File: config.mk
export PLATFORM = sky130hd
export DESIGN_NAME = color_sensor_emulator
export DESIGN_NICKNAME = d
export VERILOG_FILES = /design/src/rtl/color_sensor_pkg.sv /design/src/rtl/color_sensor_emulator_pin_sync.sv /design/src/rtl/color_sensor_emulator.sv
export SDC_FILE = /design/constraint.sdc
export NUM_CORES = 1
export LEC_CHECK = 0
export BUFFER_PORTS_ARGS = -buffer_cell sky130_fd_sc_hd__buf_2
export CAP_MARGIN = 25
export CORE_ASPECT_RATIO = 1.75
export CORE_MARGIN = 2
export CORE_UTILIZATION = 50
export DETAILED_ROUTE_END_ITERATION = 6
export PLACE_DENSITY = 0.73
export SYNTH_ARGS = -nofsm -noshare
export SYNTH_HDL_FRONTEND = slang
export SYNTH_SLANG_ARGS = --single-unit
File: constraint.sdc
create_clock -name CLK100MHZ -period 6.6 [get_ports CLK100MHZ]
set_input_delay 0.66 -clock CLK100MHZ [delete_from_list [all_inputs] [get_ports CLK100MHZ]]
set_output_delay 0.66 -clock CLK100MHZ [all_outputs]
set_load 0.05 [all_outputs]
File: src/rtl/color_sensor_pkg.sv
// Shared encodings for the colour-sensor interface: filter channels, output scaling,
// FSM states and power-on half-periods used by the emulator and the sensor state machine.
package color_sensor_pkg;

  localparam logic [1:0] CH_RED   = 2'b00;
  localparam logic [1:0] CH_BLUE  = 2'b01;
  localparam logic [1:0] CH_CLEAR = 2'b10;
  localparam logic [1:0] CH_GREEN = 2'b11;

  localparam logic [1:0] SC_PDOWN = 2'b00;
  localparam logic [1:0] SC_2PCT  = 2'b01;
  localparam logic [1:0] SC_20PCT = 2'b10;
  localparam logic [1:0] SC_100PCT = 2'b11;

  localparam logic [5:0] MULT_100PCT = 6'd1;
  localparam logic [5:0] MULT_20PCT  = 6'd5;
  localparam logic [5:0] MULT_2PCT   = 6'd50;

  localparam int unsigned DEF_HALF_RED   = 32'd5000;
  localparam int unsigned DEF_HALF_GREEN = 32'd6000;
  localparam int unsigned DEF_HALF_BLUE  = 32'd7000;
  localparam int unsigned DEF_HALF_CLEAR = 32'd2000;

  typedef enum logic [1:0] {
    ST_PDOWN  = 2'b00,
    ST_SETTLE = 2'b01,
    ST_RUN    = 2'b10
  } state_t;

  // Lower scaling divides the output frequency, i.e. stretches the half-period.
  function automatic logic [5:0] scale_mult(input logic [1:0] scale);
    logic [5:0] m;
    case (scale)
      SC_100PCT: m = MULT_100PCT;
      SC_20PCT:  m = MULT_20PCT;
      SC_2PCT:   m = MULT_2PCT;
      default:   m = 6'd0;
    endcase
    return m;
  endfunction

endpackage

File: src/rtl/color_sensor_emulator_pin_sync.sv
// Parameterised-width two-flop synchronizer for the asynchronous sensor control pins.
module pin_sync #(
  parameter int W = 4
) (
  input  logic         i_clk,
  input  logic         i_rst,
  input  logic [W-1:0] i_d,
  output logic [W-1:0] o_q
);

  logic [W-1:0] r_meta;
  logic [W-1:0] r_q;

  always_ff @(posedge i_clk) begin
    if (i_rst) begin
      r_meta <= '0;
      r_q    <= '0;
    end else begin
      r_meta <= i_d;
      r_q    <= r_meta;
    end
  end

  assign o_q = r_q;

endmodule

File: src/rtl/color_sensor_emulator.sv
// TCS3200-style light-to-frequency responder: emulates signal_out for the selected filter
// and scaling, with run-time programmable per-channel half-periods.
module color_sensor_emulator
  import color_sensor_pkg::*;
#(
  parameter int CNT_W         = 24,
  parameter int SETTLE_CYCLES = 10000
) (
  input  logic             CLK100MHZ,
  input  logic             reset,
  input  logic             S0,
  input  logic             S1,
  input  logic             S2,
  input  logic             S3,
  input  logic             cfg_valid,
  output logic             cfg_ready,
  input  logic [1:0]       cfg_chan,
  input  logic [CNT_W-1:0] cfg_half_period,
  output logic             signal_out,
  output logic             settling,
  output logic [1:0]       chan_active
);

  localparam int PW = CNT_W + 6;
  localparam logic [PW-1:0] L_ONE        = PW'(1);
  localparam logic [PW-1:0] L_SETTLE_LD  = PW'(SETTLE_CYCLES - 1);
  localparam logic [CNT_W-1:0] L_MIN_HALF = CNT_W'(2);

  logic [3:0]       w_sync;
  logic [1:0]       w_sync_scale;
  logic [1:0]       w_sync_sel;
  logic             w_change;
  logic             w_cfg_we;
  logic [CNT_W-1:0] w_cfg_clamped;
  logic [PW-1:0]    w_effective;

  logic [CNT_W-1:0] r_half_period [4];
  state_t           r_state;
  logic [1:0]       r_active_scale;
  logic [1:0]       r_active_sel;
  logic [PW-1:0]    r_count;
  logic             r_signal_out;
  logic             r_settling;

  pin_sync #(.W(4)) u_pin_sync (
    .i_clk (CLK100MHZ),
    .i_rst (reset),
    .i_d   ({S0, S1, S2, S3}),
    .o_q   (w_sync)
  );

  assign w_sync_scale  = w_sync[3:2];
  assign w_sync_sel    = w_sync[1:0];
  assign w_change      = (w_sync_scale != r_active_scale) || (w_sync_sel != r_active_sel);
  assign cfg_ready     = ~reset;
  assign w_cfg_we      = cfg_valid && cfg_ready;
  assign w_cfg_clamped = (cfg_half_period < L_MIN_HALF) ? L_MIN_HALF : cfg_half_period;
  // Full-width product: base x 50 fits in CNT_W+6 bits, so no saturation is needed.
  assign w_effective   = PW'(r_half_period[r_active_sel]) * PW'(scale_mult(r_active_scale));

  always_ff @(posedge CLK100MHZ) begin
    if (reset) begin
      r_half_period[CH_RED]   <= CNT_W'(DEF_HALF_RED);
      r_half_period[CH_BLUE]  <= CNT_W'(DEF_HALF_BLUE);
      r_half_period[CH_CLEAR] <= CNT_W'(DEF_HALF_CLEAR);
      r_half_period[CH_GREEN] <= CNT_W'(DEF_HALF_GREEN);
    end else if (w_cfg_we) begin
      r_half_period[cfg_chan] <= w_cfg_clamped;
    end
  end

  // Reloads read the register before this edge's write, so a half in flight never changes.
  always_ff @(posedge CLK100MHZ) begin
    if (reset) begin
      r_state        <= ST_PDOWN;
      r_active_scale <= SC_PDOWN;
      r_active_sel   <= CH_RED;
      r_count        <= '0;
      r_signal_out   <= 1'b0;
      r_settling     <= 1'b0;
    end else if (w_sync_scale == SC_PDOWN) begin
      r_state        <= ST_PDOWN;
      r_active_scale <= SC_PDOWN;
      r_count        <= '0;
      r_signal_out   <= 1'b0;
      r_settling     <= 1'b0;
    end else begin
      case (r_state)
        ST_PDOWN: begin
          r_state        <= ST_SETTLE;
          r_active_scale <= w_sync_scale;
          r_active_sel   <= w_sync_sel;
          r_count        <= L_SETTLE_LD;
          r_signal_out   <= 1'b0;
          r_settling     <= 1'b1;
        end
        ST_SETTLE: begin
          if (w_change) begin
            r_active_scale <= w_sync_scale;
            r_active_sel   <= w_sync_sel;
            r_count        <= L_SETTLE_LD;
          end else if (r_count == '0) begin
            r_state      <= ST_RUN;
            r_count      <= w_effective - L_ONE;
            r_signal_out <= 1'b1;
            r_settling   <= 1'b0;
          end else begin
            r_count <= r_count - L_ONE;
          end
        end
        ST_RUN: begin
          if (w_change) begin
            r_state        <= ST_SETTLE;
            r_active_scale <= w_sync_scale;
            r_active_sel   <= w_sync_sel;
            r_count        <= L_SETTLE_LD;
            r_signal_out   <= 1'b0;
            r_settling     <= 1'b1;
          end else if (r_count == '0) begin
            r_count      <= w_effective - L_ONE;
            r_signal_out <= ~r_signal_out;
          end else begin
            r_count <= r_count - L_ONE;
          end
        end
        default: begin
          r_state      <= ST_PDOWN;
          r_count      <= '0;
          r_signal_out <= 1'b0;
          r_settling   <= 1'b0;
        end
      endcase
    end
  end

  assign signal_out  = r_signal_out;
  assign settling    = r_settling;
  assign chan_active = r_active_sel;

endmodule

==> flow_summary.json, run 1 <==
{
  "first_pass_iters": 7,
  "fin_crit_sh_pct": 90.27,
  "p_switching_uw": 791.9,
  "hold_buffers": 0,
  "grt_pass1_wl_mm": 39.79,
  "drtAntennaViolNets": 0,
  "root_buffer": "clkbuf_16",
  "ys_top_cells_by_area": "edfxtp_1 27%, fa_1 12%, ha_1 9.6%",
  "place_inst": 1383,
  "antenna_cells": 0,
  "grt_pass1_vias": 8202,
  "grt_max_degree": 25,
  "netlist_area_mm2": 0.01077,
  "clk_path_buf_depth": 2,
  "start_kind": "flop",
  "hp-start": "u_pin_sync.r_meta[3]",
  "avgRoutedWirePerCell_um": 17.18,
  "status": "finished with violations",
  "synthArstFlopShare_pct": 0,
  "route.detailed.drc": 1,
  "place_hpwl_mm": 19.33,
  "reg2reg_to": "r_count[25]",
  "fin_cells": 1415,
  "antenna_found_initial": 0,
  "leakage_nw": 5.363,
  "rows": 71,
  "drt_wl_total_mm": 24.32,
  "combPwrFrac_pct": 23.3,
  "tightestPinTransition_ps": 1039,
  "grt_use_total_pct": 22.67,
  "tns_ps": 0,
  "synth_seq_area_share_pct": 35.51,
  "gr-total-overflow": 0,
  "io_pins": 38,
  "dieHeight_um": 198.1,
  "wl_met2_mm": 13.90,
  "ys_seq_elements": 143,
  "hold_path_end": "u_pin_sync.o_q[3]",
  "power.internal_mw": 1.711,
  "critical_path_arrival_ps": 6250,
  "port_buffers": 37,
  "drive_gt1_share_pct": 11.03,
  "hold_depth": 1,
  "dr.max_layer_used": "met4",
  "skew_ps": 5.871,
  "postSynthAreaPerCell_um2": 9.761,
  "finalMaxSlewViolations": 0,
  "cts_tree": "yes",
  "rrSetupSlack_ps": 640,
  "clkSlewWorstSetupHoldPaths_ps": 60,
  "regToRegStartpoint": "r_active_scale[0]",
  "hold_path_class": "flop to flop",
  "cts_setup_buffers": 0,
  "synth_top_area_cell": "edfxtp_1",
  "met3WireLength_um": 584,
  "setup_viol": 0,
  "r2r_cells": 17,
  "swShare_pct": 31.64,
  "critical_path_class": "flop to flop",
  "max-cap-violations": 0,
  "synth.distinct_cells": 61,
  "grt_setup_unrepaired": "no",
  "place_congestion": 0.8987,
  "synthToLayoutAreaGrowth_pct": 10.02,
  "synth_edf_count": 96,
  "design_area_mm2": 0.01185,
  "place_area_mm2": 0.01131,
  "start_util_pct": 50.50,
  "synth_top_area_share_pct": 26.78,
  "numCtsBuffers": 17,
  "routed_via_density": 5.473,
  "routedLengthMet1_mm": 8.756,
  "htreeDepth": 4,
  "critical_path.max_fanout": 13,
  "yosysWarnings": 0,
  "first_iter_violations": 342,
  "ir_worst_vdd_v": 0.0002066,
  "clkPwrFrac_pct": 35.8,
  "pwr_density_cell_mw_per_mm2": 211.3,
  "dieArea_mm2": 0.02277,
  "core-area_mm2": 0.02132,
  "insertion_delay_ps": 420,
  "fp.dieW_um": 114.9,
  "pwr-share-seq_pct": 41.0,
  "nNetsFinal": 1329,
  "max-slew-margin-rel_pct": 29.81,
  "synthFlopType": "edfxtp_1",
  "required_ps": 6900,
  "min_period_ps": 5958,
  "violations": "DRC",
  "clock.fmax_ghz": 0.1678,
  "end_kind": "flop",
  "hold_viol": 0,
  "cts_sinks": 143,
  "syn_inst": 1103,
  "vias": 7744,
  "cts_resized": 0
}
==> layout make-up <==
class	instances	area (um^2)
fillers	1872	9475
multi-input cells	767	6223
flip-flops and latches	143	3824
inverters	164	615.6
clock buffers	17	425.4
repair buffers	54	325.3
well taps	255	319.1
clock inverters	15	112.6
==> power by group through the flow <==
stage | registers [mW] | logic [mW] | clock network [mW]
after floorplan | 1.04 | 0.435 | 0
after global placement | 1.04 | 0.571 | 0
after detailed placement | 1.05 | 0.578 | 0
after CTS | 1.03 | 0.582 | 0.901
after global routing | 1.03 | 0.652 | 0.941
final | 1.03 | 0.582 | 0.895
==> metal layers <==
metal / vias to the layer above / track usage, %
met5: - / 0
met4: 0 / 11.29
met3: 55 / 2.908
met2: 175 / 44.03
met1: 3725 / 23.05
li1: 3789 / -
==> placed cells by master, fill, tap and decap left out, types with 4 or more instances in the layout <==
cell type	netlist	routed
inv_1	164	164
xor2_1	34	34
mux2i_1	7	7
nand2b_1	14	14
nor2_1	78	78
or3_1	13	13
xnor2_1	17	17
nor2b_1	14	13
conb_1	1	10
a211oi_1	13	13
nand4_1	8	8
and2_1	42	42
a21oi_1	53	53
or4_1	4	4
a21o_1	11	11
nor3_1	14	13
buf_2	2	37
edfxtp_1	96	96
dfxtp_1	47	47
buf_4	1	16
a31oi_1	7	7
and3_1	4	4
o21ai_0	33	32
o211ai_1	4	4
nand2_1	142	142
nand3_1	11	11
clkbuf_16	0	17
inv_6	0	4
or2_2	8	8
nor4_1	12	12
fa_1	66	66
ha_1	83	83
mux4_2	24	24
==> Yosys cell counts, types with 4 or more instances <==
cell and n:
or2_2 8, nor2b_1 14, or3_1 13, and3_1 4
mux2i_1 7, nor4_1 12, o211ai_1 4, a31oi_1 7
o21ai_0 33, dfxtp_1 47, a211oi_1 13, nor3_1 14
nand3_1 11, xor2_1 34, nor2_1 78, nand4_1 8
buf_1 5, xnor2_1 17, or4_1 4, a21o_1 11
clkbuf_1 30, nand2_1 142, edfxtp_1 96, a21oi_1 53
fa_1 66, mux4_2 24, and2_1 42, nand2b_1 14
inv_1 164, ha_1 83
==> worst max-delay path, cell delays in order, from the launching register on <==
cell,delay (ps)
dfxtp_1,560
nor2b_2,580
nand2_1,290
ha_1,380
inv_1,60
fa_1,520
fa_1,550
inv_1,60
fa_1,520
inv_1,40
ha_1,350
a21oi_1,140
o21ai_0,250
o311ai_0,630
nand3b_1,250
a21o_1,230
o311ai_0,270
o21ai_0,140
==> how the worst max path moves through the flow <==
stage / slack [ps] / to / start / cells past startpoint
CTS: 590 / r_count[25] / r_active_scale[0] / 17
floorplan: 770 / r_count[24] / flop / 20
global placement: 830 / r_count[25] / r_active_scale[0] / 17
global route: 350 / r_count[25] / r_active_scale[0] / 17
detailed placement: 680 / r_count[25] / r_active_scale[0] / 17
finish: 640 / r_count[25] / r_active_scale[0] / 17
==> kinds of logic after synthesis <==
logic type      after synthesis  share of synthesized area [%]
buf+inv                     202                          7.101
flops                       143                          35.51
fa+ha+maj                   149                          21.92
compound gates              146                          8.205
simple gates                379                          17.30
xor+xnor                     51                          4.149
other cells                   1                        0.03483
mux                          32                          5.776
==> flip-flops by register name, indices dropped and copies added (netlist names), named ones only <==
register	count
u_pin_sync.r_meta	4
r_state	1
settling	1
r_active_scale	2
r_half_period	96
r_count	30
u_pin_sync.o_q	4
signal_out	1
chan_active	2
==> stage by stage <==
stage	worst slack (ps)	power [mW]	hold slack [ps]	util, %
final	642.2	2.503	433.0	55.56
after global routing	348.4	2.623	445.5	55.56
after CTS	589.9	2.509	430.3	55.56
after detailed placement	678.1	1.623	420.4	53.03
after global placement	831.5	1.613	419.6	53.03
after floorplan	770.4	1.475	413.8	-
(Power assumes the default switching activity.)
==> run 2: changes to the inputs <==
- PLACE_DENSITY: 0.73 -> 0.76
==> run 2 against run 1 <==
The run now ends clean. Non-clock buffer count down 4. Combinational power about the same. Critical path type unchanged. First-iteration DRC count down 0.58%. Core utilization up 0.17 points. Clock power up 9.4%. Sequential power about the same. Final cell count down 0.28%. Largest cell class unchanged. Highest routed layer unchanged. Largest power group unchanged. Critical path depth up 1. Clock skew up 2.7 ps. Die area unchanged.
==> flow_summary.json, run 2 (synthesized netlist as in run 1, its figures left out) <==
{
  "gr-total-overflow": 0,
  "power.internal_mw": 1.794,
  "tns_ps": 0,
  "final_cell_mix": "164 x inv_1, 142 x nand2_1, 96 x edfxtp_1",
  "dr.max_layer_used": "met4",
  "cts_tree": "yes",
  "multi_input_area_mm2": 0.006223,
  "antenna_found_initial": 0,
  "p_switching_uw": 791.9,
  "ir_worst_vdd_v": 0.0002031,
  "max_stage_delay_ps": 750,
  "routedLengthMet1_mm": 8.719,
  "swShare_pct": 30.63,
  "grt_setup_unrepaired": "no",
  "max-cap-violations": 0,
  "nNetsFinal": 1325,
  "cts_setup_buffers": 0,
  "place_hpwl_mm": 18.68,
  "cts_resized": 0,
  "num-fill-cells": 1822,
  "fin_util_pct": 55.73,
  "setup_viol": 0,
  "place_congestion": 0.9482,
  "root_buffer": "clkbuf_16",
  "hold_viol": 0,
  "fin_cells": 1411,
  "vias": 7837,
  "critical_path_class": "flop to flop",
  "required_ps": 6900,
  "grt_pass1_wl_mm": 39.39,
  "start_kind": "flop",
  "max-slew-margin-rel_pct": 33.90,
  "start_util_pct": 50.50,
  "crit_chain": "buf_12, mux4_2, nand2_1, ha_1, inv_1, fa_1, fa_1, inv_1, fa_1, inv_1, ha_1, a21oi_1, o21ai_0, o311ai_0, nand3b_1, a21o_1, o311ai_0, o21ai_0",
  "cts_sinks": 143,
  "pwr_density_cell_mw_per_mm2": 217.6,
  "whs_ps": 434.9,
  "numCtsBuffers": 17,
  "hold_path_class": "flop to flop",
  "wl_met2_mm": 13.95,
  "core-area_mm2": 0.02132,
  "finalMaxSlewViolations": 0,
  "place_inst": 1379,
  "largest_reg_flops": 96,
  "leakage_nw": 5.379,
  "critical_path_arrival_ps": 6320,
  "tightestPinTransition_ps": 982.5,
  "pre_cts_slack_ps": 690.7,
  "routed_via_density": 5.554,
  "cp_slowest_cell": "o311ai_0",
  "clkPwrFrac_pct": 37.9,
  "grt_pass1_vias": 8245,
  "min_period_ps": 6020,
  "clk_path_buf_depth": 2,
  "fin_crit_sh_pct": 91.21,
  "first_iter_violations": 340,
  "met3WireLength_um": 600,
  "end_kind": "flop",
  "grt_use_total_pct": 22.32,
  "io_pins": 38,
  "rows": 71,
  "route.detailed.drc": 0,
  "critical_path.max_fanout": 19,
  "reg_top3": "r_half_period (96), r_count (30)",
  "hold_buffers": 0,
  "grt_max_degree": 38,
  "worst_slack_ps": 580.4,
  "register_area_mm2": 0.003824,
  "drt_wl_total_mm": 24.08,
  "insertion_delay_ps": 430,
  "avgRoutedWirePerCell_um": 17.07,
  "top_register": "r_half_period",
  "first_pass_iters": 4,
  "fp.dieW_um": 114.9,
  "pwr-share-seq_pct": 39.7,
  "clock.fmax_ghz": 0.1661,
  "dieArea_mm2": 0.02277,
  "antenna_cells": 0,
  "port_buffers": 37,
  "synthToLayoutAreaGrowth_pct": 10.35,
  "skew_ps": 8.525,
  "clkSlewWorstSetupHoldPaths_ps": 70,
  "htreeDepth": 4,
  "combPwrFrac_pct": 22.5,
  "final_common_cell": "inv_1",
  "drive_gt1_share_pct": 10.81,
  "status": "complete, no violations",
  "drtAntennaViolNets": 0,
  "dieHeight_um": 198.1
}
[run 2: changes by cell type in the layout (fill, tap and decap cells not counted)]
cell,delta
clkbuf_16,+3
clkinv_2,-2
buf_4,-4
clkinvlp_4,-2
inv_6,+2
clkbuf_8,+1
inv_8,-1
clkinv_1,-2
clkbuf_1,+1
[run 2: routing by layer]
metal / vias to the layer above / global-route usage [%]
met1: 3816 / 22.00
li1: 3793 / -
met3: 58 / 3.030
met5: - / 0
met4: 0 / 9.326
met2: 170 / 44.86
[run 2: final timing paths]
kind | from | endpoint | slack, ps | cells after the start
worst min-delay path | u_pin_sync.r_meta[2] | u_pin_sync.o_q[2] | 430 | 1
worst min register to register | u_pin_sync.r_meta[2] | u_pin_sync.o_q[2] | 430 | 1
worst max register to register | flop | r_count[25] | 580 | 18
worst max-delay path | flop | r_count[25] | 580 | 18
[run 2: critical path: cells and delay by family, from the launching register on]
family	cells	cell delay, ps
adder cells (fa/ha/maj)	5	2100
AND/OR/NAND/NOR	2	460
flip-flops	1	570
AO/OA/AOI/OAI	6	1740
multiplexers	1	550
buffers and inverters	4	420
[run 2: layout make-up]
| type | count | area share, % |
|---|---|---|
| Clock inverter | 10 | 0.7266 |
| Timing Repair Buffer | 50 | 2.485 |
| Multi-Input combinational cell | 767 | 52.38 |
| Clock buffer | 22 | 4.360 |
| Inverter | 164 | 5.181 |
| Sequential cell | 143 | 32.18 |
| Tap cell | 255 | 2.685 |
[run 2: metrics by stage]
step | total power, mW | instance area [um^2]
finish | 2.586 | 11880
global route | 2.702 | 11880
CTS | 2.589 | 11880
detailed placement | 1.619 | 11280
global placement | 1.606 | 11280
floorplan | 1.475 | 10800
[run 2: power groups by stage]
stage / combinational [mW] / sequential (mW) / clock (mW)
floorplan: 0.435 / 1.04 / 0
global placement: 0.564 / 1.04 / 0
detailed placement: 0.574 / 1.05 / 0
CTS: 0.578 / 1.03 / 0.984
global route: 0.649 / 1.03 / 1.02
finish: 0.582 / 1.03 / 0.979
